<file path="config.mk">
export PLATFORM = sky130hd
export DESIGN_NAME = code_deconcatenator
export DESIGN_NICKNAME = d
export VERILOG_FILES = /design/src/rtl/code_deconcatenator.sv
export SDC_FILE = /design/constraint.sdc
export NUM_CORES = 2
export LEC_CHECK = 0
export CORE_UTILIZATION = 50
export DETAILED_ROUTE_END_ITERATION = 7
export DONT_BUFFER_PORTS = 1
export MAX_ROUTING_LAYER = met4
export PLACE_DENSITY_LB_ADDON = 0.05
export SYNTH_ARGS = -nofsm -noshare
export SYNTH_HDL_FRONTEND = slang
export SYNTH_SLANG_ARGS = --single-unit
export TNS_END_PERCENT = 30
</file>
<file path="constraint.sdc">
create_clock -name i_clk -period 55.5 [get_ports i_clk]
set_input_delay 16.65 -clock i_clk [delete_from_list [all_inputs] [get_ports i_clk]]
set_output_delay 16.65 -clock i_clk [all_outputs]
set_load 0.02 [all_outputs]
</file>
<file path="src/rtl/code_deconcatenator.sv">
// Prefix-code stream decoder: rebuilds 32-bit words from a packed MSB-first bitstream
// using a 16-entry FIFO dictionary. Optional macro DICT_VALID_CHECK_EN adds per-entry valid bits.
module code_deconcatenator #(
  parameter int DATA_WIDTH = 32,
  parameter int TOTAL_BITS = 34,
  parameter int DICT_DEPTH = 16,
  parameter int IN_WIDTH   = 32,
  parameter int BUF_WIDTH  = 64
) (
  input  logic                  i_clk,
  input  logic                  i_rst,
  input  logic                  i_start,
  input  logic [15:0]           i_word_count,
  input  logic                  i_in_valid,
  input  logic [IN_WIDTH-1:0]   i_in_data,
  output logic                  o_in_ready,
  output logic                  o_out_valid,
  output logic [DATA_WIDTH-1:0] o_out_word,
  input  logic                  i_out_ready,
  output logic                  o_busy,
  output logic                  o_done,
  output logic                  o_error
);

  localparam int CW = $clog2(BUF_WIDTH + 1);
  localparam int IW = $clog2(DICT_DEPTH);

  typedef enum logic [1:0] {IDLE, DECODE, DONE, ERROR} state_t;

  state_t                state, state_nxt;
  logic [BUF_WIDTH-1:0]  bit_buf, buf_nxt;
  logic [CW-1:0]         bit_cnt, cnt_nxt;
  logic [DATA_WIDTH-1:0] dict [DICT_DEPTH];
  logic [IW-1:0]         wp;
  logic [15:0]           remaining;
  logic                  out_valid;
  logic [DATA_WIDTH-1:0] out_word;

  logic [CW-1:0]         code_len, consumed;
  logic [IW-1:0]         idx;
  logic [DATA_WIDTH-1:0] dec_word;
  logic                  push, uses_dict, illegal, bad;
  logic                  enough, attempt, fire, go_err, in_ready, accept;

  // Code selection from the head of the MSB-aligned buffer.
  // NOTE: every always_comb output gets a default first so no path leaves it unassigned (no latch).
  always_comb begin
    code_len  = CW'(2);
    dec_word  = '0;
    push      = 1'b0;
    uses_dict = 1'b0;
    illegal   = 1'b0;
    idx       = bit_buf[BUF_WIDTH-3 -: IW];
    unique case (bit_buf[BUF_WIDTH-1 -: 2])
      2'b00: ;
      2'b01: begin
        code_len = CW'(TOTAL_BITS);
        dec_word = bit_buf[BUF_WIDTH-3 -: DATA_WIDTH];
        push     = 1'b1;
      end
      2'b10: begin
        code_len  = CW'(6);
        dec_word  = dict[idx];
        uses_dict = 1'b1;
      end
      default: begin
        idx = bit_buf[BUF_WIDTH-5 -: IW];
        unique case (bit_buf[BUF_WIDTH-3 -: 2])
          2'b00: begin
            code_len  = CW'(24);
            dec_word  = {dict[idx][DATA_WIDTH-1:16], bit_buf[BUF_WIDTH-9 -: 16]};
            push      = 1'b1;
            uses_dict = 1'b1;
          end
          2'b01: begin
            code_len = CW'(12);
            dec_word = {{(DATA_WIDTH-8){1'b0}}, bit_buf[BUF_WIDTH-5 -: 8]};
          end
          2'b10: begin
            code_len  = CW'(16);
            dec_word  = {dict[idx][DATA_WIDTH-1:8], bit_buf[BUF_WIDTH-9 -: 8]};
            push      = 1'b1;
            uses_dict = 1'b1;
          end
          default: begin
            code_len = CW'(4);
            illegal  = 1'b1;
          end
        endcase
      end
    endcase
  end

`ifdef DICT_VALID_CHECK_EN
  logic [DICT_DEPTH-1:0] dict_vld;
  assign bad = illegal || (uses_dict && !dict_vld[idx]);
`else
  assign bad = illegal;
`endif

  assign enough = (bit_cnt >= CW'(2))
               && (bit_buf[BUF_WIDTH-1 -: 2] != 2'b11 || bit_cnt >= CW'(4))
               && (bit_cnt >= code_len);
  assign attempt  = (state == DECODE) && (remaining != 16'd0) && enough
                 && (!out_valid || i_out_ready);
  assign fire     = attempt && !bad;
  assign go_err   = attempt && bad;
  assign in_ready = (state == DECODE) && (bit_cnt <= CW'(BUF_WIDTH - IN_WIDTH));
  assign accept   = i_in_valid && in_ready;
  assign consumed = fire ? code_len : '0;

  // The incoming word lands directly below the bits that survive this cycle's shift.
  always_comb begin
    buf_nxt = bit_buf << consumed;
    cnt_nxt = bit_cnt - consumed;
    if (accept) begin
      buf_nxt = buf_nxt
              | ({i_in_data, {(BUF_WIDTH-IN_WIDTH){1'b0}}} >> (bit_cnt - consumed));
      cnt_nxt = cnt_nxt + CW'(IN_WIDTH);
    end
  end

  always_comb begin
    state_nxt = state;
    unique case (state)
      DECODE: begin
        if (go_err)
          state_nxt = ERROR;
        else if (remaining == 16'd0 && out_valid && i_out_ready)
          state_nxt = DONE;
      end
      DONE:    state_nxt = IDLE;
      default: ;
    endcase
    if (i_start)
      state_nxt = (i_word_count == 16'd0) ? DONE : DECODE;
  end

  // NOTE: sequential state uses non-blocking assignments so every register samples pre-edge values.
  // NOTE: the dictionary is reset explicitly because an unwritten entry must read as zero.
  always_ff @(posedge i_clk or posedge i_rst) begin
    if (i_rst) begin
      state     <= IDLE;
      bit_buf   <= '0;
      bit_cnt   <= '0;
      wp        <= '0;
      remaining <= '0;
      out_valid <= 1'b0;
      out_word  <= '0;
      for (int i = 0; i < DICT_DEPTH; i++) dict[i] <= '0;
    end else if (i_start) begin
      state     <= state_nxt;
      bit_buf   <= '0;
      bit_cnt   <= '0;
      wp        <= '0;
      remaining <= i_word_count;
      out_valid <= 1'b0;
      out_word  <= '0;
      for (int i = 0; i < DICT_DEPTH; i++) dict[i] <= '0;
    end else begin
      state   <= state_nxt;
      bit_buf <= buf_nxt;
      bit_cnt <= cnt_nxt;
      if (fire) begin
        out_valid <= 1'b1;
        out_word  <= dec_word;
        remaining <= remaining - 16'd1;
        if (push) begin
          dict[wp] <= dec_word;
          wp       <= (wp == IW'(DICT_DEPTH - 1)) ? '0 : wp + IW'(1);
        end
      end else if (i_out_ready || go_err) begin
        out_valid <= 1'b0;
      end
    end
  end

`ifdef DICT_VALID_CHECK_EN
  always_ff @(posedge i_clk or posedge i_rst) begin
    if (i_rst)
      dict_vld <= '0;
    else if (i_start)
      dict_vld <= '0;
    else if (fire && push)
      dict_vld[wp] <= 1'b1;
  end
`endif

  assign o_in_ready  = in_ready;
  assign o_out_valid = out_valid;
  assign o_out_word  = out_word;
  assign o_busy      = (state == DECODE);
  assign o_done      = (state == DONE);
  assign o_error     = (state == ERROR);

endmodule

</file>
==> run_results.csv <==
group,metric,value,unit
status,status,"complete, but fails checks",
status,failed_checks,"DRC, slew limit",
clock_network,htreeDepth,3,
yosys,synth-xor-area-share,0.543,%
sta,hold_slack,0.477,ns
routing,vias_per_cell,6.90,
grt,gr-total-overflow,0,
placed_design,dpl_cell_area,37600,sq um
yosys,netlist_instances,3578,
setup_path,start_kind,"primary input",
routing,dr_wl_met3,12200,um
placed_design,io_buffers,0,
sta,slew_violations,131,
pwr,swShare,43.8,%
flow_run,maxCapViolCount,0,
cells_and_area,final_common_cell,"dfrtp_1",
setup_path,crit_path_max_fanout,38,
pwr,intPower,0.00108,W
yosys,mappedNetlistNets,3648,
sta,slew_headroom,-4.94,%
floorplan,core.rowCount,99,
sta,final-setup-viol-count,0,
grt,grt_first_pass_wirelength,204000,um
floorplan,ios,90,
yosys,synth.yosys.seq_area_share,42.9,%
clock_network,cts_buffers,73,
setup_path,cp.required,55.98,ns
clock_network,cts_resized,0,
cells_and_area,area_growth,8.07,%
yosys,syn_area,37100,sq um
yosys,yosys.area_share.simple,12.5,%
grt,antenna_found_initial,2,
clock_network,cts_hold_buf,0,
routing,drt-pass1-iter-count,8,
sta,tns,0,ns
pwr,share_seq_of_total_power,31.2,%
yosys,muxShareOfSynthArea,20.6,%
floorplan,dieArea,75300,sq um
cells_and_area,post-route-util,54.8,%
yosys,syn_area_per_cell,10.4,sq um
floorplan,die_x,274,um
yosys,synthArstFlopShare,100,%
sta,skew,0.0517,ns
routing,drc,6,
grt,grtUsageTotal,37.9,%
clock_network,clock-sinks,637,
yosys,ys.flop_type,"dfrtp_1",
pwr,ir_worst_vdd,0.0388,mV
placed_design,dpl.hpwl,83800,um
cells_and_area,fin_area,40100,sq um
routing,drt-initial-drc-count,3742,
yosys,synth_fa_ha_area_share,0.593,%
floorplan,start_util,50.7,%
sta,period_minus_slack,21.25,ns
clock_network,cts_tree,"done",
sta,rsz0062_at_grt,"no",
setup_path,critPathKind,"in -> reg",
cells_and_area,drive_gt1_share,17.5,%
pwr,p_sw,0.000841,W
clock_network,insertion_delay,0.64,ns
yosys,synth_top_family_by_area,"multiplexers",
pwr,leakagePower,15.3,nW
routing,top_layer,"met4",
routing,ant_nets,0,
yosys,synth_compound_area_share,18.2,%
yosys,synth-edff-count,0,
yosys,yosysWarnings,0,
sta,fin_crit_sh,38.3,%
placed_design,post-place-ws,33.82,ns
setup_path,cp_data_arrival_time,21.73,ns
sta,fin_ws,34.25,ns
routing,vias,30400,
routing,routed_wl,136000,um
sta,hold_viol_final,0,
clock_network,post-cts-setup-buffers,0,
sta,fmax,47.1,MHz
grt,grt_pass1_vias,30200,
pwr,p_per_area,47.8,nW/um^2
routing,wl_met1,54700,um
clock_network,clk_pin_slew,0.06,ns
pwr,clkPwrFrac,26.6,%
clock_network,cts_root_buffer,"clkbuf_16",
routing,wire_per_inst,30.9,um
routing,met2_length,63200,um
cells_and_area,nets,3459,
grt,grt_max_degree,491,
cells_and_area,final_cell_mix,"dfrtp_1 (630), nor2_1 (507), a211oi_1 (388)",
pwr,combPwrFrac,42.2,%
worst_hold_path,hold_path_class,"reg -> reg",
yosys,netlist-cell-type-count,81,
placed_design,gp_congestion,0.999,
setup_path,worstSetupEndpointType,"register",
floorplan,coreArea,73200,sq um
floorplan,fp.dieH,274,um
yosys,synth-seq-cells,637,
sta,tightestPinTransition,1.57,ns
clock_network,clockBufferDepth,3,
power groups by stage:
stage	Sequential, W	Clock, W	Combinational (W)
finish	0.000598	0.000510	0.000810
global route	0.000599	0.000534	0.000856
CTS	0.000595	0.000516	0.000797
detailed placement	0.000602	0	0.000795
global placement	0.000604	0	0.000796
floorplan	0.000532	0	0.000589
stage by stage:
stage | instances | total power (W)
after floorplan | 3578 | 0.00112
after global placement | 4273 | 0.00140
after detailed placement | 4273 | 0.00140
after CTS | 4406 | 0.00191
after global routing | 4409 | 0.00199
final | 4409 | 0.00192
cell type report:
| type | count | area, sq um |
|---|---|---|
| inverter | 44 | 174 |
| fill | 6307 | 33100 |
| clock buffer | 117 | 2230 |
| antenna | 3 | 7.51 |
| clock inverter | 16 | 292 |
| multi-input combinational | 2555 | 19700 |
| timing repair buffer | 78 | 586 |
| tap | 959 | 1200 |
| sequential | 637 | 16000 |
cells in the mapped netlist, types with 49 or more instances:
master / count / area share, %
o22ai_1: 49 / 0.83
nor2_1: 525 / 5.3
nand2_1: 364 / 3.7
a21oi_1: 117 / 1.6
buf_2: 92 / 1.2
nand3_1: 52 / 0.70
a211oi_1: 388 / 7.8
clkbuf_1: 193 / 2.0
dfrtp_1: 637 / 43
mux2i_1: 87 / 2.3
o21ai_0: 243 / 3.3
mux4_2: 285 / 17
nor3_1: 64 / 0.86
critical path, stage by stage:
cell,delay (ns)
nand2b_1,0.10
nand2_1,0.06
a21oi_1,0.31
o41a_1,0.21
buf_4,0.41
nand2_1,0.17
inv_2,0.07
buf_4,0.50
ha_2,0.33
fa_1,0.77
buf_4,0.39
inv_1,0.25
o31a_1,0.38
a21oi_1,0.29
mux2i_1,0.21
and2_1,0.25
nor4_1,0.24
nor3_1,0.08
path summary, 6_finish.rpt:
kind,start,end,slack (ns),cells after the start
worst max-delay path,i_out_ready,bit_buf[37],34.25,18
worst min-delay path,dict[389],dict[389],0.48,2
min in group asynchronous,i_rst,dict[287],15.99,1
worst min register to register,dict[389],dict[389],0.48,2
worst max register to register,bit_buf[63],bit_buf[37],47.30,24
max in group asynchronous,i_rst,bit_buf[56],35.47,5
flip-flops by register name, summed over array words and instances (netlist names):
| register | cells |
|---|---|
| bit_buf | 64 |
| bit_cnt | 6 |
| dict | 512 |
| o_out_valid | 1 |
| o_out_word | 32 |
| remaining | 16 |
| state | 2 |
| wp | 4 |
logic make-up after synthesis:
kind of cell	after synthesis
and+or+nand+nor	1110
AOI/OAI and AO/OA	1000
DFF	637
xor gates and xnor gates	23
muxes	405
buffers and inverters	386
adders and majority gates	17
metal layers:
layer / vias up / global-route usage, %
met3: 356 / 7.49
met5: - / -
met1: 15500 / 50.3
li1: 13000 / -
met4: 0 / 16.0
met2: 1564 / 56.7
Note: power is estimated with default switching activity, not from simulation.
